==> config.mk <==
export PLATFORM = sky130hd
export DESIGN_NAME = hs_tx_byte_sequencer_flat
export DESIGN_NICKNAME = d
export VERILOG_FILES = /design/src/rtl/hs_tx_byte_sequencer_pkg.sv /design/src/rtl/hs_tx_byte_sequencer_if.sv /design/src/rtl/hs_tx_byte_sequencer_checksum.sv /design/src/rtl/hs_tx_byte_sequencer.sv /design/src/flat_wrapper.sv
export SDC_FILE = /design/constraint.sdc
export NUM_CORES = 1
export LEC_CHECK = 0
export BUFFER_PORTS_ARGS = -buffer_cell sky130_fd_sc_hd__buf_4
export CAP_MARGIN = 30
export CORE_AREA = 10 10 56 75
export CTS_BUF_LIST = sky130_fd_sc_hd__clkbuf_8
export DETAILED_ROUTE_END_ITERATION = 10
export DIE_AREA = 0 0 66 85
export PLACE_DENSITY_LB_ADDON = 0.25
export SLEW_MARGIN = 10
export SYNTH_ARGS = -nofsm -noshare
export SYNTH_HDL_FRONTEND = slang
export SYNTH_HIERARCHICAL = 1
export SYNTH_SLANG_ARGS = --single-unit
==> constraint.sdc <==
create_clock -name TxByteClk -period 1.3 [get_ports TxByteClk]
set_input_delay 0.13 -clock TxByteClk [delete_from_list [all_inputs] [get_ports TxByteClk]]
set_output_delay 0.13 -clock TxByteClk [all_outputs]
set_load 0.05 [all_outputs]
==> src/rtl/hs_tx_byte_sequencer_pkg.sv <==
// Shared types and helpers for the HS transmit byte sequencer.
// The CSUM state exists only when HS_TX_CHECKSUM_EN is defined.
package hs_tx_pkg;

    typedef enum logic [2:0] {
        ST_IDLE,
        ST_PREP,
        ST_SYNC,
        ST_DATA,
`ifdef HS_TX_CHECKSUM_EN
        ST_CSUM,
`endif
        ST_TRAIL
    } hs_tx_state_t;

    localparam logic [7:0] SYNC_BYTE_DEF = 8'hB8;
    localparam logic [7:0] IDLE_BYTE_DEF = 8'h00;
    localparam int         TRAIL_MAX_W   = 64;

    // Every trailer bit is the inverse of the MSB of the last byte on the line (w in 1..64).
    function automatic logic [TRAIL_MAX_W-1:0] trailer_byte(input logic [TRAIL_MAX_W-1:0] b,
                                                           input int w);
        logic [TRAIL_MAX_W-1:0] s;
        s = b << (TRAIL_MAX_W - w);
        return {TRAIL_MAX_W{~s[TRAIL_MAX_W-1]}};
    endfunction

    function automatic int cnt_width(input int a, input int b);
        return $clog2(((a > b) ? a : b) + 1);
    endfunction

endpackage

==> src/rtl/hs_tx_byte_sequencer_if.sv <==
// Payload-source and serializer-side signals of the HS transmit byte sequencer.
// master: payload source / line observer; slave: the sequencer itself.
interface hs_tx_byte_sequencer_if #(
    parameter int W = 8
);
    logic         TxRequestHS;
    logic [W-1:0] TxDataIn;
    logic         TxValidIn;
    logic         TxReadyHS;
    logic [W-1:0] TxByteHS;
    logic         TxHSActive;
    logic         TxDone;
    logic         TxUnderrun;

    modport master (
        output TxRequestHS, TxDataIn, TxValidIn,
        input  TxReadyHS, TxByteHS, TxHSActive, TxDone, TxUnderrun
    );

    modport slave (
        input  TxRequestHS, TxDataIn, TxValidIn,
        output TxReadyHS, TxByteHS, TxHSActive, TxDone, TxUnderrun
    );
endinterface

==> src/rtl/hs_tx_byte_sequencer_checksum.sv <==
// Running XOR of accepted payload bytes; compiled only with HS_TX_CHECKSUM_EN.
// A clear and an enable in the same cycle restart the sum at din_i.
`ifdef HS_TX_CHECKSUM_EN
module hs_tx_checksum #(
    parameter int W = 8
) (
    input  logic         clk_i,
    input  logic         rst_ni,
    input  logic         clr_i,
    input  logic         en_i,
    input  logic [W-1:0] din_i,
    output logic [W-1:0] sum_o
);
    logic [W-1:0] sum_q, sum_d;

    always_comb begin
        sum_d = (clr_i ? '0 : sum_q) ^ (en_i ? din_i : '0);
    end

    always_ff @(posedge clk_i or negedge rst_ni) begin
        if (!rst_ni) sum_q <= '0;
        else         sum_q <= sum_d;
    end

    assign sum_o = sum_q;
endmodule
`endif

==> src/rtl/hs_tx_byte_sequencer.sv <==
// HS transmit byte sequencer: frames payload as PREP/SYNC leader, payload, trailer.
// Define HS_TX_CHECKSUM_EN to append an XOR checksum byte (CSUM) after the payload.
module hs_tx_byte_sequencer
    import hs_tx_pkg::*;
#(
    parameter int           W         = 8,
    parameter int           PREP_CYC  = 4,
    parameter int           TRAIL_LEN = 2,
    parameter logic [W-1:0] SYNC_BYTE = W'(SYNC_BYTE_DEF),
    parameter logic [W-1:0] IDLE_BYTE = W'(IDLE_BYTE_DEF)
) (
    input  logic                    TxByteClk,
    input  logic                    Tx_RST,
    hs_tx_byte_sequencer_if.slave   bus
);
    localparam int             CNT_W      = cnt_width(PREP_CYC, TRAIL_LEN);
    localparam logic [CNT_W-1:0] PREP_LOAD  = CNT_W'(PREP_CYC - 1);
    localparam logic [CNT_W-1:0] TRAIL_LOAD = CNT_W'(TRAIL_LEN - 1);

    hs_tx_state_t     state_q, state_d;
    logic [CNT_W-1:0] cnt_q, cnt_d;
    logic [W-1:0]     byte_q, byte_d;
    logic             active_q, active_d;
    logic             done_q, done_d;
    logic             urun_q, urun_d;
    logic             req, valid, ready, accept;
    logic [W-1:0]     trail_fill;

    assign req        = bus.TxRequestHS;
    assign valid      = bus.TxValidIn;
    assign accept     = ready & valid;
    assign trail_fill = W'(trailer_byte(TRAIL_MAX_W'(byte_q), W));

`ifdef HS_TX_CHECKSUM_EN
    logic [W-1:0] sum;
    logic [W-1:0] csum_byte;

    hs_tx_checksum #(.W(W)) u_csum (
        .clk_i  (TxByteClk),
        .rst_ni (Tx_RST),
        .clr_i  (state_q == ST_SYNC),
        .en_i   (accept),
        .din_i  (bus.TxDataIn),
        .sum_o  (sum)
    );
    // Leaving from SYNC means nothing was accepted, so the stale sum must not leak out.
    assign csum_byte = (state_q == ST_SYNC) ? '0 : sum;
`endif

    always_comb begin
        state_d  = state_q;
        cnt_d    = cnt_q;
        byte_d   = byte_q;
        active_d = active_q;
        done_d   = 1'b0;
        urun_d   = urun_q;
        ready    = 1'b0;
        unique case (state_q)
            ST_IDLE: begin
                byte_d = IDLE_BYTE;
                if (req) begin
                    state_d  = ST_PREP;
                    cnt_d    = PREP_LOAD;
                    active_d = 1'b1;
                    urun_d   = 1'b0;
                end
            end
            ST_PREP: begin
                if (!req) begin
                    state_d  = ST_IDLE;
                    byte_d   = IDLE_BYTE;
                    active_d = 1'b0;
                end else if (cnt_q == '0) begin
                    state_d = ST_SYNC;
                    byte_d  = SYNC_BYTE;
                end else begin
                    cnt_d = cnt_q - CNT_W'(1);
                end
            end
            ST_SYNC, ST_DATA: begin
                ready = req;
                if (accept) begin
                    state_d = ST_DATA;
                    byte_d  = bus.TxDataIn;
                end else begin
                    // A gap while still requested cannot be shown on the line: close the burst.
                    if (req) urun_d = 1'b1;
`ifdef HS_TX_CHECKSUM_EN
                    state_d = ST_CSUM;
                    byte_d  = csum_byte;
`else
                    state_d = ST_TRAIL;
                    byte_d  = trail_fill;
                    cnt_d   = TRAIL_LOAD;
`endif
                end
            end
`ifdef HS_TX_CHECKSUM_EN
            ST_CSUM: begin
                state_d = ST_TRAIL;
                byte_d  = trail_fill;
                cnt_d   = TRAIL_LOAD;
            end
`endif
            ST_TRAIL: begin
                if (cnt_q == '0) begin
                    state_d  = ST_IDLE;
                    byte_d   = IDLE_BYTE;
                    active_d = 1'b0;
                    done_d   = 1'b1;
                end else begin
                    cnt_d = cnt_q - CNT_W'(1);
                end
            end
            default: begin
                state_d  = ST_IDLE;
                byte_d   = IDLE_BYTE;
                active_d = 1'b0;
            end
        endcase
    end

    always_ff @(posedge TxByteClk or negedge Tx_RST) begin
        if (!Tx_RST) begin
            state_q  <= ST_IDLE;
            cnt_q    <= '0;
            byte_q   <= IDLE_BYTE;
            active_q <= 1'b0;
            done_q   <= 1'b0;
            urun_q   <= 1'b0;
        end else begin
            state_q  <= state_d;
            cnt_q    <= cnt_d;
            byte_q   <= byte_d;
            active_q <= active_d;
            done_q   <= done_d;
            urun_q   <= urun_d;
        end
    end

    assign bus.TxReadyHS  = ready;
    assign bus.TxByteHS   = byte_q;
    assign bus.TxHSActive = active_q;
    assign bus.TxDone     = done_q;
    assign bus.TxUnderrun = urun_q;
endmodule

==> src/flat_wrapper.sv <==
// flat-port wrapper written by rule: the top's interface ports become plain ports
module hs_tx_byte_sequencer_flat import hs_tx_pkg::*;
#(
    parameter int           W         = 8,
    parameter int           PREP_CYC  = 4,
    parameter int           TRAIL_LEN = 2,
    parameter logic [W-1:0] SYNC_BYTE = W'(SYNC_BYTE_DEF),
    parameter logic [W-1:0] IDLE_BYTE = W'(IDLE_BYTE_DEF)
)
  (TxByteClk, Tx_RST, bus_TxRequestHS, bus_TxDataIn, bus_TxValidIn, bus_TxReadyHS, bus_TxByteHS, bus_TxHSActive, bus_TxDone, bus_TxUnderrun);
  hs_tx_byte_sequencer_if #(.W(W)) bus_i ();
  input  logic TxByteClk;
  input  logic Tx_RST;
  input wire logic [$bits(bus_i.TxRequestHS)-1:0] bus_TxRequestHS;
  input wire logic [$bits(bus_i.TxDataIn)-1:0] bus_TxDataIn;
  input wire logic [$bits(bus_i.TxValidIn)-1:0] bus_TxValidIn;
  output wire logic [$bits(bus_i.TxReadyHS)-1:0] bus_TxReadyHS;
  output wire logic [$bits(bus_i.TxByteHS)-1:0] bus_TxByteHS;
  output wire logic [$bits(bus_i.TxHSActive)-1:0] bus_TxHSActive;
  output wire logic [$bits(bus_i.TxDone)-1:0] bus_TxDone;
  output wire logic [$bits(bus_i.TxUnderrun)-1:0] bus_TxUnderrun;
  assign bus_i.TxRequestHS = bus_TxRequestHS;
  assign bus_i.TxDataIn = bus_TxDataIn;
  assign bus_i.TxValidIn = bus_TxValidIn;
  assign bus_TxReadyHS = bus_i.TxReadyHS;
  assign bus_TxByteHS = bus_i.TxByteHS;
  assign bus_TxHSActive = bus_i.TxHSActive;
  assign bus_TxDone = bus_i.TxDone;
  assign bus_TxUnderrun = bus_i.TxUnderrun;
  hs_tx_byte_sequencer #(.W(W), .PREP_CYC(PREP_CYC), .TRAIL_LEN(TRAIL_LEN), .SYNC_BYTE(SYNC_BYTE), .IDLE_BYTE(IDLE_BYTE)) u_core (.TxByteClk(TxByteClk), .Tx_RST(Tx_RST), .bus(bus_i));
endmodule
==> flow_metrics.tcl <==
set metrics [dict create \
    fin_total_pwr_mw 2.48 \
    critPathMaxStageDelay_ns 0.36 \
    grt_pass1_vias 927 \
    drv_slew 0 \
    drt-total-wl_mm 2.48 \
    period_minus_slack_ns 1.35 \
    ff2ff_setup_slack_ns -0.05 \
    sw_frac_of_total_pct 41.2 \
    area_growth_syn_to_layout_pct 43.6 \
    setup_violations 7 \
    crit_start "u_core/cnt_q[1]$_DFFE_PN0P_" \
    clock_path_buffers 2 \
    synthTopCellsByArea "dfrtp_1, nor2_1, o21ai_0" \
    power.leakage_nw 0.679 \
    antennaDiodeCount 0 \
    seq_power_share_pct 31.9 \
    critPathMaxFanout 4 \
    drive_gt1_share_pct 48.9 \
    port_buffers 23 \
    clk_pin_slew_worst_paths_ns 0.06 \
    synth_top_cell_area_share_pct 44.6 \
    synth_area_um2 955 \
    detail_route.wl_per_cell_um 14.2 \
    syn_inst 95 \
    routed-via-count 845 \
    synth_cell_types 34 \
    powerDensity_nw_per_um2 1810 \
    gp_routability_congestion 0.821 \
    finalHoldViolations 0 \
    fill_cells 273 \
    stdcell_area_um2 1370 \
    htreeDepth 1 \
    dp_hpwl_mm 1.96 \
    setup_ws_ns -0.0515 \
    worstMarginPinSlew_ns 0.282 \
    groute.usage.overall_pct 9.03 \
    clk_latency_ns 0.25 \
    min_from "bus_TxDataIn[2]" \
    place_area_um2 1230 \
    ys_seq_area_share_pct 44.6 \
    fin_util_pct 48.1 \
    syn_nets 109 \
    status "finished, violations left" \
    hold_class "in2reg" \
    place_inst 164 \
    async_flop_share_pct 100 \
    ys.flop_type "dfrtp_1" \
    cts_tree "yes" \
    ios 24 \
    die_x_um 66 \
    clock_skew_ns 0.00423 \
    irDropWorstVdd_uv 862 \
    die_h_um 85 \
    combinationalPowerShare_pct 52.9 \
    drc 0 \
    crit_chain "inv_2 > ha_4 > and2b_2 > a211o_1 > nor2_1 > a21oi_1" \
    die_area_um2 5610 \
    grt_max_degree 18 \
    ys_seq_elements 17 \
    antenna_found_initial 0 \
    yosysTopAreaCell "dfrtp_1" \
    postRouteAntennaNets 0 \
    avgSynthCellArea_um2 10.0 \
    tns_ns -0.242 \
    clkPwrFrac_pct 15.3 \
    cts_sinks 17 \
    worstSetupPathType "reg2reg" \
    dr.first_iter.drc_count 17 \
    fin_nets 152 \
    post-route-period-util_pct 104 \
    critPathArrivalTime_ns 1.48 \
    start_util_pct 33.5 \
    cp_slowest_cell "dfrtp_1" \
    relSlewSlack_pct 81.2 \
    pre_cts_slack_ns -0.0709 \
    max_cap_violations 0 \
    core_area_um2 2850 \
    worstSetupStartpointType "flip-flop" \
    rsz0062_at_grt "true" \
    via_per_inst 4.86 \
    power.internal_mw 1.46 \
    grt_overflow_total 0 \
    reg2reg_from "u_core/cnt_q[1]$_DFFE_PN0P_" \
    ctsRootBufferMaster "clkbuf_8" \
    fin_cells 174 \
    fmax_mhz 740 \
    crit_path_end_kind "flip-flop" \
    firstDrtPassIters 4 \
    worstPathRequired_ns 1.43 \
    holdWs_ns 0.137 \
    power.switching_mw 1.02 \
    synth-edff-count 0 \
    rows 23 \
    ys_warn_count 6 \
    grt_pass1_wl_mm 4.15 \
    violations "setup timing" \
    cts_buffers 3 \
]
[registers in the layout, summed over array words and instances, names as in the netlist]
register               count
u_core/bus.TxHSActive      1
u_core/bus.TxUnderrun      1
u_core/bus.TxDone          1
u_core/bus.TxByteHS        8
u_core/cnt_q               3
u_core/state_q             3
[area by class of cell]
type,count,area (um^2),share of cell area [%]
multi-input combinational,69,504,36.8
sequential,17,428,31.2
timing repair buffer,42,329,24.0
tap,37,46.3,3.38
clock buffer,3,41.3,3.01
inverter,5,18.8,1.37
clock inverter,1,3.75,0.274
[metal layers]
layer	global-route usage, %	up-vias	share of wire [%]	wire length (um)
met2	15.3	19	54	1340
li1	-	420	-	-
met5	0	-	0	0
met3	3.68	4	6.7	165
met1	9.62	402	38	947
met4	3.44	0	1.2	29
[cells in the final DEF (no fill, tap or decap), types with 2 or more instances in the layout]
cell / n
buf_4: 39
nor2_2: 2
inv_2: 3
inv_1: 3
nand2b_1: 3
nand3_2: 2
o21ai_0: 7
clkbuf_8: 3
dfrtp_2: 2
nor3_1: 2
a21oi_1: 6
nor2_1: 11
o2bb2ai_1: 4
dfrtp_1: 15
a32o_2: 2
o21ai_1: 4
nand2_1: 6
[worst paths after layout]
kind / depth (start not counted) / end
worst max register to register: 6 / u_core/bus.TxByteHS[3]$_DFFE_PN0P_
max in group asynchronous: 2 / u_core/state_q[2]$_DFFE_PN0P_
worst max-delay path: 6 / u_core/bus.TxByteHS[3]$_DFFE_PN0P_
min in group asynchronous: 2 / u_core/bus.TxByteHS[3]$_DFFE_PN0P_
worst min register to register: 1 / u_core/bus.TxByteHS[1]$_DFFE_PN0P_
worst min-delay path: 3 / u_core/bus.TxByteHS[2]$_DFFE_PN0P_
[repair_timing]
action | 4_1_cts | 5_1_grt
resized for setup | 6 | 11
hold buffers | 1 | 0
cloned | 0 | 0
buffers inserted | 0 | 5
pin swaps | 1 | 3
hold endpoints to repair | 17 | 0
setup endpoints to repair | 15 | 16
[synth_stat cells (all sizes together), types with 2 or more instances]
library cell and count:
nand2 7, nand2b 4, ha 2, a21oi 7, a32o 2, buf 4
o2bb2ai 4, inv 5, dfrtp 17, nor3 2, o21ai 12, nand3 2
nor2 13
[power by group through the flow]
stage | combinational (mW) | sequential, mW | clock, mW
2_1_floorplan | 0.527 | 1.03 | 0
3_3_place_gp | 1.15 | 0.789 | 0
6_report | 1.31 | 0.791 | 0.379
4_1_cts | 1.19 | 0.788 | 0.393
5_1_grt | 1.42 | 0.808 | 0.420
3_5_place_dp | 1.17 | 0.791 | 0
[cells by family (layout without fill, tap and decap cells)]
family	after synthesis	after routing	share of synthesized area (%)
AND/OR/NAND/NOR	34	34	20.8
AO/OA/AOI/OAI	32	32	24.4
flip-flops	17	17	44.6
buffers and inverters	9	51	6.68
adder cells (fa/ha/maj)	2	2	2.62
XOR/XNOR	1	1	0.918
[worst max-delay path: cells and delay by family (launching register included)]
kind                       cells  cell delay [ns]
AOI/OAI and AO/OA              2             0.33
adders and majority gates      1             0.16
and+or+nand+nor                2             0.34
buffers and inverters          1             0.05
DFF                            1             0.36
Power figures use the tool's default switching activity.
